## config.mk

```make
export PLATFORM = sky130hd
export DESIGN_NAME = xgmii_tx_frame_arbiter
export DESIGN_NICKNAME = d
export VERILOG_FILES = /design/src/rtl/xgmii_tx_frame_arbiter.sv
export SDC_FILE = /design/constraint.sdc
export NUM_CORES = 1
export LEC_CHECK = 0
export ABC_AREA = 0
export BUFFER_PORTS_ARGS = -buffer_cell sky130_fd_sc_hd__buf_2
export CAP_MARGIN = 20
export CORE_AREA = 3 3 159 161
export DETAILED_ROUTE_END_ITERATION = 8
export DIE_AREA = 0 0 162 164
export HOLD_SLACK_MARGIN = 0.12
export PLACE_DENSITY = 0.47
export SYNTH_ARGS = -nofsm -noshare
export SYNTH_HDL_FRONTEND = slang
export SYNTH_SLANG_ARGS = --single-unit
```

## constraint.sdc

```tcl
create_clock -name clk -period 4.65 [get_ports clk]
set_input_delay 0.2325 -clock clk [delete_from_list [all_inputs] [get_ports clk]]
set_output_delay 0.2325 -clock clk [all_outputs]
set_load 0.01 [all_outputs]
```

## src/rtl/xgmii_tx_frame_arbiter.sv

```systemverilog
// Frame-granular round-robin arbiter feeding the XGMII bridge TX stream.
// One source owns the stream from grant until its tlast beat is accepted.
module xgmii_tx_frame_arbiter #(
  parameter int NUM_PORTS  = 4,
  parameter int DATA_WIDTH = 64,
  parameter int KEEP_WIDTH = DATA_WIDTH / 8,
  parameter int IDX_WIDTH  = $clog2(NUM_PORTS)
) (
  input  logic                             clk,
  input  logic                             rst,
  input  logic [NUM_PORTS-1:0]             s_axis_tvalid,
  output logic [NUM_PORTS-1:0]             s_axis_tready,
  input  logic [NUM_PORTS*DATA_WIDTH-1:0]  s_axis_tdata,
  input  logic [NUM_PORTS-1:0]             s_axis_tlast,
  input  logic [NUM_PORTS*KEEP_WIDTH-1:0]  s_axis_tkeep,
  output logic                             m_axis_tvalid,
  output logic [DATA_WIDTH-1:0]            m_axis_tdata,
  output logic                             m_axis_tlast,
  output logic [KEEP_WIDTH-1:0]            m_axis_tkeep,
  input  logic                             m_axis_tready,
  input  logic [NUM_PORTS-1:0]             port_enable,
  output logic                             grant_valid,
  output logic [IDX_WIDTH-1:0]             grant_index,
  output logic [31:0]                      frame_count,
  output logic                             error_underrun
);

  typedef enum logic {IDLE, ACTIVE} state_t;

  state_t                state;
  logic [IDX_WIDTH-1:0]  last_grant;
  logic [NUM_PORTS-1:0]  req;
  logic                  active;
  logic                  sel_valid;
  logic                  sel_last;
  logic [DATA_WIDTH-1:0] sel_data;
  logic [KEEP_WIDTH-1:0] sel_keep;
  logic                  beat_xfer;

  // First requester strictly after the previous winner, wrapping around.
  function automatic logic [IDX_WIDTH-1:0] rr_pick(
    input logic [NUM_PORTS-1:0] r,
    input logic [IDX_WIDTH-1:0] last
  );
    logic [IDX_WIDTH-1:0] pick;
    logic [IDX_WIDTH-1:0] cand;
    logic                 found;
    pick  = last;
    found = 1'b0;
    for (int k = 1; k <= NUM_PORTS; k++) begin
      cand = IDX_WIDTH'((int'(last) + k) % NUM_PORTS);
      if (!found && r[cand]) begin
        pick  = cand;
        found = 1'b1;
      end
    end
    return pick;
  endfunction

  assign req    = s_axis_tvalid & port_enable;
  assign active = (state == ACTIVE);

  // Zero-latency path from the granted source to the bridge.
  always_comb begin
    sel_valid = 1'b0;
    sel_last  = 1'b0;
    sel_data  = '0;
    sel_keep  = '0;
    for (int i = 0; i < NUM_PORTS; i++) begin
      if (grant_index == IDX_WIDTH'(i)) begin
        sel_valid = s_axis_tvalid[i];
        sel_last  = s_axis_tlast[i];
        sel_data  = s_axis_tdata[i*DATA_WIDTH +: DATA_WIDTH];
        sel_keep  = s_axis_tkeep[i*KEEP_WIDTH +: KEEP_WIDTH];
      end
    end
  end

  always_comb begin
    s_axis_tready = '0;
    for (int i = 0; i < NUM_PORTS; i++) begin
      if (active && (grant_index == IDX_WIDTH'(i))) begin
        s_axis_tready[i] = m_axis_tready;
      end
    end
  end

  assign m_axis_tvalid = active & sel_valid;
  assign m_axis_tdata  = sel_data;
  assign m_axis_tkeep  = sel_keep;
  assign m_axis_tlast  = sel_last;
  assign beat_xfer     = m_axis_tvalid & m_axis_tready;

  // Grant / frame bookkeeping; port_enable only matters while IDLE.
  always_ff @(posedge clk or posedge rst) begin
    if (rst) begin
      state          <= IDLE;
      last_grant     <= IDX_WIDTH'(NUM_PORTS - 1);
      grant_index    <= '0;
      grant_valid    <= 1'b0;
      frame_count    <= '0;
      error_underrun <= 1'b0;
    end else begin
      error_underrun <= 1'b0;
      case (state)
        IDLE: begin
          if (|req) begin
            grant_index <= rr_pick(req, last_grant);
            last_grant  <= rr_pick(req, last_grant);
            grant_valid <= 1'b1;
            state       <= ACTIVE;
          end
        end
        ACTIVE: begin
          error_underrun <= ~sel_valid;
          if (beat_xfer && sel_last) begin
            frame_count <= frame_count + 32'd1;
            grant_valid <= 1'b0;
            state       <= IDLE;
          end
        end
        default: begin
          state       <= IDLE;
          grant_valid <= 1'b0;
        end
      endcase
    end
  end

endmodule

```

== Word-level counts from Yosys, hierarchy flattened ==
Cells that the tools add are included.

* Register bits: 39
* Input bits: 303
* Output and inout port bits: 114

* Add/subtract/negate cells: 5
* Order comparisons: 4
* Equality and inequality tests: 5
* Multiplexer cells: 48
* Bitwise operators: 5
* Reduce and logical (&&, ||, !) cells: 16

{| class="wikitable"
|+ Operator list
! operator !! count
|-
| two-way mux 64 bit || 4
|-
| adder 32 x 1 -> 32 bit, second input constant || 1
|-
| two-way mux 8 bit || 4
|-
| two-way mux 1 bit || 30
|-
| < comparator 2 x 3 -> 1 bit, second input constant || 4
|-
| binary-select mux 1 bit (select 2 bit) || 4
|-
| logical AND 1 bit || 8
|-
| two-way mux 2 bit || 4
|-
| AND reduction 2 bit || 3
|-
| adder 2 x 1 -> 2 bit, second input constant || 2
|-
| adder 2 bit, second input constant || 2
|-
| AND 4 bit || 1
|-
| == test 2 bit, second input constant || 2
|-
| case mux 1 bit (2 select lines) || 2
|-
| OR reduction 4 bit || 1
|-
| logical NOT 1 bit || 3
|-
| AND 1 bit || 2
|-
| == test 2 x 1 -> 1 bit, second input constant || 1
|-
| logical NOT 2 bit || 1
|-
| != test 2 x 1 -> 1 bit, second input constant || 1
|-
| != test 2 bit, second input constant || 1
|-
| inverter 1 bit || 2
|}

== Longest topological paths before layout ==
Gate-level depths: netlist (run 1).

* Depth after elaboration: 19
* Gate-level depth with buffers: 7

== Worst setup path before layout (run 1) ==
Ideal clock, no wire load.

* Path kind: reg2out
* From: register grant_index[0]
* To: output m_axis_tdata[23]
* Arrival time: 1.653 ns
* Required time: 4.418 ns
* Path slack: 2.765 ns
* Cell stages (with the launch flop): 5
* Path buffers: 3
* Cell sequence: dfrtp_1 clkbuf_2 buf_2 buf_2 mux4_2

* Longest elaborated chain between the ends: 5
* Elaborated cells on any way between the ends: 8
* Those cells by class: eq/ne (3); mux (4); reduce/logical (1)

{| class="wikitable"
|+ RTL lines
! what !! RTL line !! text
|-
| from (decl) || 23 || <nowiki>output logic [IDX_WIDTH-1:0] grant_index,</nowiki>
|-
| from (signal assigned) || 108 || <nowiki>grant_index <= rr_pick(req, last_grant);</nowiki>
|-
| logical NOT 2 bit || 70 || <nowiki>if (grant_index == IDX_WIDTH'(i)) begin</nowiki>
|-
| two-way mux 64 bit (3 in a row) || 70 ||
|-
| two-way mux 64 bit (*) || 70 ||
|-
| to (decl) || 17 || <nowiki>output logic [DATA_WIDTH-1:0] m_axis_tdata,</nowiki>
|}

Mark *: on every way between the ends. The rest lies on a longest branch, timed or not.

== Final worst setup path (run 1) ==
* From: register grant_index[0]
* To: output m_axis_tdata[51]

The elaborated chain is that of the path after synthesis.

==> results of run 1 <==
==> flip-flops by register name, summed over array words and instances (netlist names) <==
name	count
active	1
frame_count	32
last_grant	2
error_underrun	1
grant_index	2
grant_valid	1
==> where the power goes <==
group	internal, mW	switching (mW)	total [mW]
clock network	0.228	0.131	0.360
registers	0.395	0.136	0.530
logic	0.928	0.817	1.74
==> cell usage in the layout (no fill, tap or decap), drive strengths merged, types with 2 or more instances in the layout <==
master,instances
nand2,20
and2,2
nor4b,2
a21oi,3
dfstp,2
nor2,6
xnor2,30
mux4,74
clkbuf,8
dfrtp,37
nand3,16
and3b,2
and4,4
buf,420
nand4,11
and3,8
nor3,4
o211ai,3
inv,6
nor3b,2
o21ai,5
==> worst paths after layout <==
kind / start / endpoint / slack, ps / cells after the start
setup / recovery: grant_index[0] / m_axis_tdata[51] / 2090 / 3
hold / removal: m_axis_tready / frame_count[0] / 370 / 3
setup reg to reg: grant_index[1] / frame_count[20] / 2310 / 5
hold reg to reg: frame_count[31] / frame_count[31] / 480 / 1
max in group asynchronous: rst / grant_index[1] / 3620 / 4
min in group asynchronous: rst / frame_count[17] / 620 / 4
==> Yosys cell counts (2+ instances only) <==
library cell,n
mux4_2,74
dfrtp_1,37
xnor2_1,30
nand2_1,19
buf_2,10
and3_1,8
clkbuf_1,8
nand3_1,8
nand3_2,8
nand4_1,7
inv_1,6
nor2_1,6
o21ai_0,5
and4_1,4
nand4_2,4
nor3_1,4
a21oi_1,3
o211ai_1,3
and2_1,2
and3b_1,2
buf_6,2
dfstp_2,2
nor3b_1,2
nor4b_1,2
==> per-stage QoR <==
| step | utilization, % | hold WS, ps |
|---|---|---|
| detailed placement | 25.1 | 398 |
| floorplan | - | 436 |
| CTS | 25.8 | 373 |
| global route | 25.8 | 407 |
| finish | 25.8 | 372 |
| global placement | 25.1 | 393 |
==> logic make-up (layout without fill, tap and decap cells) <==
| group | after synthesis | count (layout) | synth area share (%) |
|---|---|---|---|
| and+or+nand+nor | 78 | 78 | 13.4 |
| AOI/OAI and AO/OA | 15 | 15 | 2.67 |
| muxes | 74 | 74 | 45.7 |
| buffers and inverters | 28 | 435 | 3.67 |
| xor gates and xnor gates | 31 | 31 | 7.44 |
| other | 0 | 1 | 0 |
| adders and majority gates | 1 | 1 | 0.343 |
| DFF | 39 | 39 | 26.8 |
==> what timing repair did <==
item,4_1_cts,5_1_grt
setup endpoints to repair,0,0
hold endpoints to repair,37,0
resized for setup,0,0
hold buffers,1,0
==> layout make-up <==
class	instances	area (um2)	area share, %
Clock buffer	8	156	2.51
Multi-Input combinational cell	199	2540	40.7
Antenna cell	1	2.50	0.0402
Sequential cell	39	986	15.8
Tap cell	324	405	6.51
Inverter	6	22.5	0.361
Timing Repair Buffer	421	2120	34.1
==> layer usage <==
metal / wire [um] / vias to the layer above / part of all wire (%) / GRT usage [%]
li1: - / 1909 / - / -
met1: 8050 / 2131 / 40 / 18.2
met2: 10200 / 206 / 51 / 23.4
met3: 1650 / 15 / 8.2 / 3.91
met4: 147 / 4 / 0.73 / 1.63
met5: 27 / - / 0.13 / 0
==> worst max-delay path, stage by stage (launching register included) <==
cell and delay (ps):
dfrtp_4 660, buf_4 600, mux4_2 600, buf_2 160
==> run metrics, run 1 <==
placed inst area 0.00606 mm2; Worst Path Arrival 2330 ps; Setup TNS 0 ps; CTS clk-pin slew, worst paths 50 ps; pre-CTS WS 2240 ps; Clock Sinks 39; routed vias 4,265; async set-reset flop share out of synthesis 100%; DP Cell Count 988; Finished Layout Cells 998; total die area 0.0266 mm2; # Post-CTS Setup Buffers 0; Initial Util 15.1%; Final Slew Violations 0; # IOs 417; die height 164 um; layout cell share with drive strength beyond 1 77.1%; GRT Resource Usage Total 13.8%; drt pass-1 iters 4; Power Total 2.63 mW; Syn Nets 570; Final GP Congestion 0.837; clk_lat worst skew 280 ps; cell area after layout 0.00623 mm2; H-Tree Depth 2; gr ovfl total 0; power per cell area 423 mW/mm2; # rows 57; synthesized area 0.00365 mm2; Crit Path Max Fanout 35; final worst slack 2090 ps; initial antenna violation count 3; Worst setup EP type output pin; Leakage 3.08 nW; f_max 0.390 GHz; unrepaired setup endpoints after global routing false; Synth cell types 34; critical path class reg2out; Slew headroom 56.1%; antenna-violating nets left 0; first-pass GRT wire length 28.0 mm; Max Cap Viol 0; Post-synth EDFFs 0; number of global-route vias before repair 4,368; Clock Skew 4.86 ps; Post-Synthesis Cells 266; Required @ worst endpoint 4420 ps; root buffer cell clkbuf_16; flops & latches, synth 39; crit path launch type register; PortBufs 416; average size of a mapped cell 13.7 um2; clock period minus worst slack 2560 ps; cts bufs inserted 5; biggest area consumer among synthesized cells mux4_2; Synth Warn # 0; routed wire length 20.1 mm; prevailing post-synth register cell dfrtp_1; largest net degree at the start of global routing 48; clock buffer depth 2; Routed wire per std cell 20.1 um; top area cells in the synthesized netlist mux4_2 (46%), dfrtp_1 (25%), xnor2_1 (7.2%); fin crit share 55.1%; Synth top area share 45.7%; Vias/cell 4.27; P&R area growth vs syn 70.8%; DR DRC count 0; maximum VDD drop 0.183 mV; nets 976; Core Footprint 0.0241 mm2; DRT iter0 DRCs 221; sequential fraction of the synthesis area 26.8%; CTS tree built; endpoints failing setup 0; Die X 162 um; Hold Crit Class in2reg; Worst-Margin Slew 658 ps; status completed; Fill cells 2,677; dpl hpwl 17.7 mm; endpoints failing hold 0
No activity file was read; power rests on OpenSTA's default activity.
==> run 2, diff against run 1 <==
==> constraint.sdc (replaced) <==
create_clock -name clk -period 2.42 [get_ports clk]
set_input_delay 0.121 -clock clk [delete_from_list [all_inputs] [get_ports clk]]
set_output_delay 0.121 -clock clk [all_outputs]
set_load 0.01 [all_outputs]
==> run 2 against run 1 <==
Effect of this change:
- register-to-register slack got worse by 2000 ps
- utilization rose by 0.11 points
- routed wire length is 1.4% lower
- sequential power is 66% higher
- clock-buffer cell count fell by 1
- clock power grew 92%
- die area unchanged
- largest cell class unchanged
- global-route usage is 0.17 points lower
- sequential share of layout area is 0.070 points lower
- hold slack got worse by 110 ps
- first-iteration DRC count down 30%
- largest power group unchanged
- critical path depth did not move
==> run metrics, run 2 (synthesis gave the netlist of run 1 again) <==
status completed; Worst setup EP type output pin; Final Slew Violations 0 (unchanged); Hold Crit Class in2reg; DR DRC count 0 (unchanged); unrepaired setup endpoints after global routing false; Slew headroom 48.2% (-7.9 points); DP Cell Count 989 (+0.10%); gr ovfl total 0 (unchanged); power per cell area 818 mW/mm2 (+93%); Largest Register frame_count; clock buffer depth 2 (unchanged); Setup TNS 0 ps (unchanged); routed vias 4,228 (-0.87%); clk_lat worst skew 280 ps (about the same); GRT Resource Usage Total 13.6% (-0.17 points); Vias/cell 4.23 (-0.97%); Die X 162 um (unchanged); antenna-violating nets left 0 (unchanged); initial antenna violation count 3 (unchanged); Initial Util 15.1% (unchanged); cts bufs inserted 5 (unchanged); Crit Path Max Fanout 74 (+110%); # rows 57 (unchanged); crit path launch type register; endpoints failing setup 0 (unchanged); root buffer cell clkbuf_16; commonest cells after routing, fill and taps aside buf_2 (416), mux4_2 (74), dfrtp_1 (35); Leakage 3.09 nW (+0.30%); f_max 0.458 GHz; Required @ worst endpoint 2300 ps (-2120 ps); PortBufs 416 (unchanged); # IOs 417 (unchanged); Routed wire per std cell 19.8 um (-1.5%); first-pass GRT wire length 27.8 mm (-0.89%); fin crit share 90.3%; die height 164 um (unchanged); number of flip-flops in the largest register 32 (unchanged); routed wire length 19.8 mm (-1.4%); top flop regs frame_count: 32 flops, grant_index: 2 flops, last_grant: 2 flops; endpoints failing hold 0 (unchanged); H-Tree Depth 2 (unchanged); critical path class reg2out; layout cell share with drive strength beyond 1 77.3% (+0.18 points); DRT iter0 DRCs 154 (-30%); CTS clk-pin slew, worst paths 50 ps (about the same); nets 977 (+0.10%); drt pass-1 iters 4 (unchanged); Max Cap Viol 0 (unchanged); Clock Skew 2.92 ps (-1.93 ps); Worst-Margin Slew 778 ps (+119 ps); dpl hpwl 17.6 mm (-0.59%); Worst Path Arrival 2060 ps (-270 ps); Core Footprint 0.0241 mm2 (unchanged); total die area 0.0266 mm2 (unchanged); Final GP Congestion 0.805 (-3.8%); CTS tree built; reg2reg setup slack 270 ps (-2040 ps); maximum VDD drop 0.634 mV (+250%); largest net degree at the start of global routing 75 (+56%); number of global-route vias before repair 4,381 (+0.30%); worst hold slack 266 ps (-106 ps); clock period minus worst slack 2190 ps; final core occ 26.0% (+0.11 points); Finished Layout Cells 999 (+0.10%); P&R area growth vs syn 71.5%; most common cell after layout, fill and taps aside buf_2; Clock Sinks 39 (unchanged)
run 2: cell count changes in the layout (fill, tap and decap cells not counted), sizes merged:
cell	change
buf	+1
clkbuf	-1
clkinvlp	+1
run 2: final timing paths:
path,from,endpoint,cells after the start
setup / recovery,grant_index[0],m_axis_tdata[61],3
min in group asynchronous,rst,frame_count[19],3
max in group asynchronous,rst,error_underrun,4
setup reg to reg,grant_index[0],frame_count[20],5
hold reg to reg,frame_count[31],frame_count[31],1
hold / removal,m_axis_tready,frame_count[0],3
run 2: stage by stage:
stage	area, um2	total power, mW	setup slack, ps
6_report	6260	5.12	234
5_1_grt	6260	5.48	105
4_1_cts	6250	5.22	84.1
3_5_place_dp	6080	4.50	228
3_3_place_gp	6080	4.50	87.7
2_1_floorplan	3650	3.12	595
run 2: final cells by class:
| type | instances | area, um2 |
|---|---|---|
| diodes | 1 | 2.50 |
| clock buffers | 7 | 153 |
| clock inverters | 1 | 7.51 |
| fillers | 2674 | 17800 |
| inverters | 6 | 22.5 |
| multi-input cells | 199 | 2540 |
| flip-flops and latches | 39 | 986 |
| well taps | 324 | 405 |
| repair buffers | 422 | 2150 |
run 2: repair_timing:
action / CTS / global route
buffers inserted: 0 / 0
endpoints found under the setup margin: 0 / 1
resized for setup: 0 / 1
hold endpoints to repair: 15 / 0
hold buffers: 1 / 0
run 2: per-layer routing:
| metal | wire, um | track usage (%) | part of all wire, % |
|---|---|---|---|
| met5 | 13 | 0 | 0.066 |
| met3 | 1670 | 4.29 | 8.4 |
| met2 | 10000 | 23.1 | 51 |
| met4 | 216 | 1.90 | 1.1 |
| met1 | 7880 | 17.6 | 40 |
run 2: power breakdown:
| part | total, mW | switching, mW | internal, mW |
|---|---|---|---|
| registers | 0.878 | 0.118 | 0.760 |
| logic | 3.55 | 1.74 | 1.81 |
| clock network | 0.692 | 0.254 | 0.438 |
run 2: critical path: stages (launching register included):
cell,delay (ps)
dfrtp_4,460
buf_12,420
mux4_2,610
buf_2,160
